===== src/rtl/fft_butterfly_pipe.sv =====
// Four-stage radix-2 DIT butterfly: X = A + W*B, Y = A - W*B with valid/ready flow control,
// per-sample conjugate twiddle, optional divide-by-2 and saturating outputs with a sticky flag.
`default_nettype none

module fft_butterfly_pipe #(
  parameter int DATA_WIDTH = 16,
  parameter int TW_WIDTH   = 16
) (
  input  logic                  clk,
  input  logic                  rst_n,
  input  logic                  in_valid,
  output logic                  in_ready,
  input  logic [DATA_WIDTH-1:0] a_re,
  input  logic [DATA_WIDTH-1:0] a_im,
  input  logic [DATA_WIDTH-1:0] b_re,
  input  logic [DATA_WIDTH-1:0] b_im,
  input  logic [TW_WIDTH-1:0]   w_re,
  input  logic [TW_WIDTH-1:0]   w_im,
  input  logic                  inv,
  input  logic                  scale,
  output logic                  out_valid,
  input  logic                  out_ready,
  output logic [DATA_WIDTH-1:0] x_re,
  output logic [DATA_WIDTH-1:0] x_im,
  output logic [DATA_WIDTH-1:0] y_re,
  output logic [DATA_WIDTH-1:0] y_im,
  output logic                  ovf,
  output logic                  ovf_sticky,
  input  logic                  ovf_clr
);

  localparam int DW  = DATA_WIDTH;
  localparam int TW  = TW_WIDTH;
  localparam int PW  = DW + TW;      // full product
  localparam int SW  = PW + 1;       // product sum
  localparam int TDW = DW + 2;       // rounded twiddled product
  localparam int XW  = DW + 3;       // butterfly sum before saturation

  localparam logic signed [SW-1:0] RND     = {{(SW-1){1'b0}}, 1'b1} << (TW - 2);
  localparam logic signed [XW-1:0] SAT_MAX = {4'b0000, {(DW-1){1'b1}}};
  localparam logic signed [XW-1:0] SAT_MIN = {4'b1111, {(DW-1){1'b0}}};

  logic stall;
  logic adv;

  assign stall    = out_valid & ~out_ready;
  assign adv      = ~stall;
  assign in_ready = adv;

  // Round half up on the Q1.(TW-1) product, keeping only the significant DW+2 bits.
  function automatic logic signed [TDW-1:0] round_tw(input logic signed [SW-1:0] p);
    logic signed [SW-1:0] r;
    r = (p + RND) >>> (TW - 1);
    return r[TDW-1:0];
  endfunction

  // Returns {saturated, value} for one output component.
  function automatic logic [DW:0] bfly_out(input logic signed [DW-1:0]  a,
                                           input logic signed [TDW-1:0] t,
                                           input logic                  sub,
                                           input logic                  sc);
    logic signed [XW-1:0] v;
    logic [DW:0]          res;
    v = sub ? (XW'(a) - XW'(t)) : (XW'(a) + XW'(t));
    if (sc) v = (v + XW'(1)) >>> 1;
    if (v > SAT_MAX)      res = {1'b1, SAT_MAX[DW-1:0]};
    else if (v < SAT_MIN) res = {1'b1, SAT_MIN[DW-1:0]};
    else                  res = {1'b0, v[DW-1:0]};
    return res;
  endfunction

  // S1: input capture
  logic                  s1_valid, s1_inv, s1_scale;
  logic signed [DW-1:0]  s1_a_re, s1_a_im, s1_b_re, s1_b_im;
  logic signed [TW-1:0]  s1_w_re, s1_w_im;

  always_ff @(posedge clk or negedge rst_n) begin
    if (!rst_n) begin
      s1_valid <= 1'b0;
      s1_inv   <= 1'b0;
      s1_scale <= 1'b0;
      s1_a_re  <= '0;
      s1_a_im  <= '0;
      s1_b_re  <= '0;
      s1_b_im  <= '0;
      s1_w_re  <= '0;
      s1_w_im  <= '0;
    end else if (adv) begin
      s1_valid <= in_valid;
      s1_inv   <= inv;
      s1_scale <= scale;
      s1_a_re  <= a_re;
      s1_a_im  <= a_im;
      s1_b_re  <= b_re;
      s1_b_im  <= b_im;
      s1_w_re  <= w_re;
      s1_w_im  <= w_im;
    end
  end

  // S2: four full-width products
  logic                  s2_valid, s2_inv, s2_scale;
  logic signed [DW-1:0]  s2_a_re, s2_a_im;
  logic signed [PW-1:0]  s2_brwr, s2_biwi, s2_biwr, s2_brwi;

  always_ff @(posedge clk or negedge rst_n) begin
    if (!rst_n) begin
      s2_valid <= 1'b0;
      s2_inv   <= 1'b0;
      s2_scale <= 1'b0;
      s2_a_re  <= '0;
      s2_a_im  <= '0;
      s2_brwr  <= '0;
      s2_biwi  <= '0;
      s2_biwr  <= '0;
      s2_brwi  <= '0;
    end else if (adv) begin
      s2_valid <= s1_valid;
      s2_inv   <= s1_inv;
      s2_scale <= s1_scale;
      s2_a_re  <= s1_a_re;
      s2_a_im  <= s1_a_im;
      s2_brwr  <= PW'(s1_b_re) * PW'(s1_w_re);
      s2_biwi  <= PW'(s1_b_im) * PW'(s1_w_im);
      s2_biwr  <= PW'(s1_b_im) * PW'(s1_w_re);
      s2_brwi  <= PW'(s1_b_re) * PW'(s1_w_im);
    end
  end

  // S3: combine products (conjugating W in inverse mode) and round
  logic signed [SW-1:0]  pr_sum, pi_sum;

  always_comb begin
    if (s2_inv) begin
      pr_sum = SW'(s2_brwr) + SW'(s2_biwi);
      pi_sum = SW'(s2_biwr) - SW'(s2_brwi);
    end else begin
      pr_sum = SW'(s2_brwr) - SW'(s2_biwi);
      pi_sum = SW'(s2_biwr) + SW'(s2_brwi);
    end
  end

  logic                  s3_valid, s3_scale;
  logic signed [DW-1:0]  s3_a_re, s3_a_im;
  logic signed [TDW-1:0] s3_t_re, s3_t_im;

  always_ff @(posedge clk or negedge rst_n) begin
    if (!rst_n) begin
      s3_valid <= 1'b0;
      s3_scale <= 1'b0;
      s3_a_re  <= '0;
      s3_a_im  <= '0;
      s3_t_re  <= '0;
      s3_t_im  <= '0;
    end else if (adv) begin
      s3_valid <= s2_valid;
      s3_scale <= s2_scale;
      s3_a_re  <= s2_a_re;
      s3_a_im  <= s2_a_im;
      s3_t_re  <= round_tw(pr_sum);
      s3_t_im  <= round_tw(pi_sum);
    end
  end

  // S4: butterfly sums, optional halving, saturation
  logic [DW:0] xr_n, xi_n, yr_n, yi_n;
  logic        ovf_n;

  assign xr_n  = bfly_out(s3_a_re, s3_t_re, 1'b0, s3_scale);
  assign xi_n  = bfly_out(s3_a_im, s3_t_im, 1'b0, s3_scale);
  assign yr_n  = bfly_out(s3_a_re, s3_t_re, 1'b1, s3_scale);
  assign yi_n  = bfly_out(s3_a_im, s3_t_im, 1'b1, s3_scale);
  assign ovf_n = xr_n[DW] | xi_n[DW] | yr_n[DW] | yi_n[DW];

  always_ff @(posedge clk or negedge rst_n) begin
    if (!rst_n) begin
      out_valid  <= 1'b0;
      x_re       <= '0;
      x_im       <= '0;
      y_re       <= '0;
      y_im       <= '0;
      ovf        <= 1'b0;
      ovf_sticky <= 1'b0;
    end else begin
      if (adv) begin
        out_valid <= s3_valid;
        if (s3_valid) begin
          x_re <= xr_n[DW-1:0];
          x_im <= xi_n[DW-1:0];
          y_re <= yr_n[DW-1:0];
          y_im <= yi_n[DW-1:0];
          ovf  <= ovf_n;
        end
      end
      // A new overflow loaded this edge takes priority over a clear request.
      if (adv && s3_valid && ovf_n) ovf_sticky <= 1'b1;
      else if (ovf_clr)             ovf_sticky <= 1'b0;
    end
  end

endmodule

`default_nettype wire


===== config.mk =====
export PLATFORM = sky130hd
export DESIGN_NAME = fft_butterfly_pipe
export DESIGN_NICKNAME = d
export VERILOG_FILES = /design/src/rtl/fft_butterfly_pipe.sv
export SDC_FILE = /design/constraint.sdc
export NUM_CORES = 2
export LEC_CHECK = 0
export BUFFER_PORTS_ARGS = -buffer_cell sky130_fd_sc_hd__buf_2
export CAP_MARGIN = 40
export CORE_MARGIN = 3
export CORE_UTILIZATION = 55
export CTS_CLUSTER_DIAMETER = 30
export DETAILED_ROUTE_END_ITERATION = 6
export PLACE_DENSITY = 0.72
export SYNTH_ARGS = -nofsm -noshare
export SYNTH_HDL_FRONTEND = slang
export SYNTH_SLANG_ARGS = --single-unit

===== constraint.sdc =====
create_clock -name clk -period 11.6 [get_ports clk]
set_clock_uncertainty 0.1 [all_clocks]
set_input_delay 2.32 -clock clk [delete_from_list [all_inputs] [get_ports clk]]
set_output_delay 2.32 -clock clk [all_outputs]
set_load 0.05 [all_outputs]

==> results.toml <==
[timing]
max_freq_ghz = 0.127
finalSetupTns_ns = 0
worst_slew_pin_slew_ns = 0.988
slew_headroom_pct = 34.1
slew_viol_final = 0
finalSetupViolations = 0
rsz0062_at_grt = "false"
hold_viol = 0
min_period_over_period_pct = 68.0
period_needed_ns = 7.89

[route]
vias_per_cell = 5.59
drt_iter0_markers = 3674
wl_per_cell_microns = 18.9
wirelength_mm = 173
num_vias = 51233
ant_nets = 0
drc_errors = 0
drt_pass1_iterations = 6

[worst_setup_path]
path_delay_family = "adder cells"
arrival_ns = 8.35
rrSetupSlack_ns = 3.71
slowest_stage = "o311ai_0"
slowest_delay_ns = 0.62
critPathBufInv = 6
crit_start = "s1_b_im[10]"
crit_path_start_kind = "flip-flop"
required_ns = 12.06
cpMostUsedCell = "fa_1"
path_class = "reg -> reg"
end_kind = "flip-flop"
worstPathMaxFanout = 33
r2r-start = "s1_b_im[10]"

[clocking]
cts_tree = "yes"
cts_buffers = 100
post_cts_buffers = 0
h-tree-depth = 3
hold_buffers = 0
cts_root_buffer = "clkbuf_16"
clkSlewWorstSetupHoldPaths_ns = 0.06
clk_latency_ns = 0.73
cts_buffer_depth = 3
ctsResizeCount = 0
numClockSinks = 399

[die]
ios = 171
chipWidth_microns = 349
core_area_sq_um = 117000
die-area_sq_um = 122000
fp-row-count = 125
die_h_microns = 349
start_util_pct = 55.6

[synth]
async_flop_share_pct = 100
yosysSeqAreaShare_pct = 15.4
synth_seq_cells = 399
synth_warnings = 0
synth_cell_types = 96
avgSynthCellArea_sq_um = 8.59
syn_inst = 7542
synthFlopType = "dfrtp_1"
synth-edff-count = 0
synthesis.area_sq_um = 64800
synth_fp_nets = 9167

[global_route]
grt_use_total_pct = 29.3
grt_antenna_before_repair = 3
grt_remaining_overflow = 0
grt_max_degree = 163
first_global_vias = 53592
grt_pass1_wl_mm = 283

[placement]
place_congestion = 0.925
io_buffer_count = 170
dpl_cell_area_sq_um = 67000
hpwl_mm = 136

[hold_path]
hp-class = "reg -> reg"
min_from = "s1_a_re[8]"

[status]
status = "finished clean"

[cells_and_area]
seqCellArea_sq_um = 9990
area_growth_pct = 8.94
final_core_util_pct = 60.6
fillers = 10143
stdcell_area_sq_um = 70600
multi_input_area_sq_um = 48400
final_nets = 9180
drive_above_1_share_pct = 6.56

[job]
maxCapViolations = 0
-- worst reg2reg max path, cell delays in order, from the launching register on --
cell and delay, ns:
dfrtp_1 0.31, buf_4 0.38, nand2_1 0.15, fa_1 0.56
inv_1 0.06, fa_1 0.53, inv_1 0.05, fa_1 0.50
fa_1 0.54, inv_1 0.05, fa_1 0.48, inv_1 0.05
fa_1 0.47, inv_1 0.05, ha_1 0.30, a21o_1 0.17
a21o_1 0.17, a21oi_1 0.23, o21ai_0 0.16, o311ai_0 0.62
a21oi_1 0.26, o2111ai_1 0.24, nand3_1 0.13, o41ai_1 0.57
o221ai_1 0.19, a21oi_1 0.21, xnor2_1 0.13, a21oi_1 0.09
-- stage by stage --
step | hold slack (ns) | instances | worst slack [ns]
global placement | 0.350 | 8967 | 3.87
floorplan | 0.330 | 7542 | 4.58
global route | 0.382 | 9165 | 3.16
detailed placement | 0.356 | 8977 | 3.86
CTS | 0.354 | 9165 | 3.85
finish | 0.356 | 9167 | 3.71
-- flip-flops by register name (all words and copies together) (netlist names), 18 cells and up --
register  cells
s2_biwi      32
s3_t_re      18
s3_t_im      18
s2_brwr      32
s2_biwr      32
s2_brwi      32
-- cells by family after synthesis --
logic type | share of synthesized area (%)
multiplexers | 0.384
adder cells (fa/ha/maj) | 41.6
XOR/XNOR | 4.42
buffers and inverters | 9.85
AND/OR/NAND/NOR | 18.6
AO/OA/AOI/OAI | 9.70
flip-flops | 15.4
-- synthesized netlist by cell type (10+ instances only) --
| library cell | n | area (sq um) |
|---|---|---|
| a211o_1 | 14 | 123 |
| a211oi_1 | 29 | 218 |
| a21o_1 | 52 | 390 |
| a21oi_1 | 312 | 1560 |
| a31o_2 | 10 | 87.6 |
| a31oi_1 | 38 | 238 |
| and2_1 | 448 | 2800 |
| and3_1 | 20 | 125 |
| buf_1 | 19 | 71.3 |
| buf_2 | 19 | 95.1 |
| clkbuf_1 | 314 | 1180 |
| dfrtp_1 | 399 | 9980 |
| fa_1 | 1052 | 21100 |
| ha_1 | 470 | 5880 |
| inv_1 | 1341 | 5030 |
| mux2_2 | 13 | 146 |
| nand2_1 | 1313 | 4930 |
| nand2b_1 | 100 | 626 |
| nand3_1 | 76 | 380 |
| nand3b_1 | 10 | 75.1 |
| nand4_1 | 23 | 144 |
| nor2_1 | 302 | 1130 |
| nor2b_1 | 30 | 188 |
| nor3_1 | 88 | 440 |
| nor3b_1 | 10 | 75.1 |
| nor4_1 | 35 | 219 |
| o2111ai_1 | 17 | 149 |
| o211ai_1 | 21 | 158 |
| o21a_1 | 38 | 285 |
| o21ai_0 | 237 | 1190 |
| o21ai_1 | 31 | 155 |
| o21bai_1 | 28 | 210 |
| o31ai_1 | 28 | 210 |
| or2_2 | 19 | 119 |
| or3_1 | 47 | 294 |
| or4_1 | 10 | 75.1 |
| xnor2_1 | 213 | 1870 |
| xor2_1 | 114 | 998 |
-- placed cells by master (no fill, tap or decap), drive strengths merged, types with 23 or more instances in the layout --
| master | count |
|---|---|
| a31oi | 39 |
| nor3 | 91 |
| or3 | 48 |
| nor2 | 302 |
| buf | 262 |
| o21a | 38 |
| xnor2 | 213 |
| nand4 | 23 |
| a21oi | 315 |
| nand2b | 100 |
| o21bai | 28 |
| a21o | 53 |
| xor2 | 114 |
| or2 | 24 |
| nand3 | 76 |
| dfrtp | 399 |
| nand2 | 1314 |
| clkbuf | 130 |
| o31ai | 28 |
| clkinv | 24 |
| inv | 1359 |
| nor2b | 30 |
| and2 | 448 |
| o21ai | 268 |
| nor4 | 35 |
| ha | 470 |
| a211oi | 30 |
| fa | 1052 |
-- routing by layer --
layer	vias up	global-route usage (%)	routed length [microns]	share of wire [%]
met5	-	0	0	0
met4	0	11.3	7170	4.1
met3	370	5.47	12400	7.1
met2	1724	49.5	84200	49
met1	25603	37.2	69700	40
li1	23536	-	-	-
-- final timing paths --
check | endpoint | cells past startpoint
max in group asynchronous | s2_biwi[10] | 4
max reg2reg | s2_biwi[31] | 27
min | s2_a_re[8] | 2
max | s2_biwi[31] | 27
min reg2reg | s2_a_re[8] | 2
min in group asynchronous | x_im[2] | 1
-- area by class of cell --
| type | instances | share of cell area, % |
|---|---|---|
| Antenna cell | 2 | 0.00709 |
| Clock buffer | 130 | 3.89 |
| Clock inverter | 58 | 1.17 |
| Inverter | 1342 | 7.15 |
| Multi-Input combinational cell | 5449 | 68.6 |
| Sequential cell | 399 | 14.2 |
| Tap cell | 1524 | 2.70 |
| Timing Repair Buffer | 263 | 2.29 |
Power is left out: the tool's default activity adds up to more than one toggle a clock period on the data nets, which glitch-free logic cannot reach.
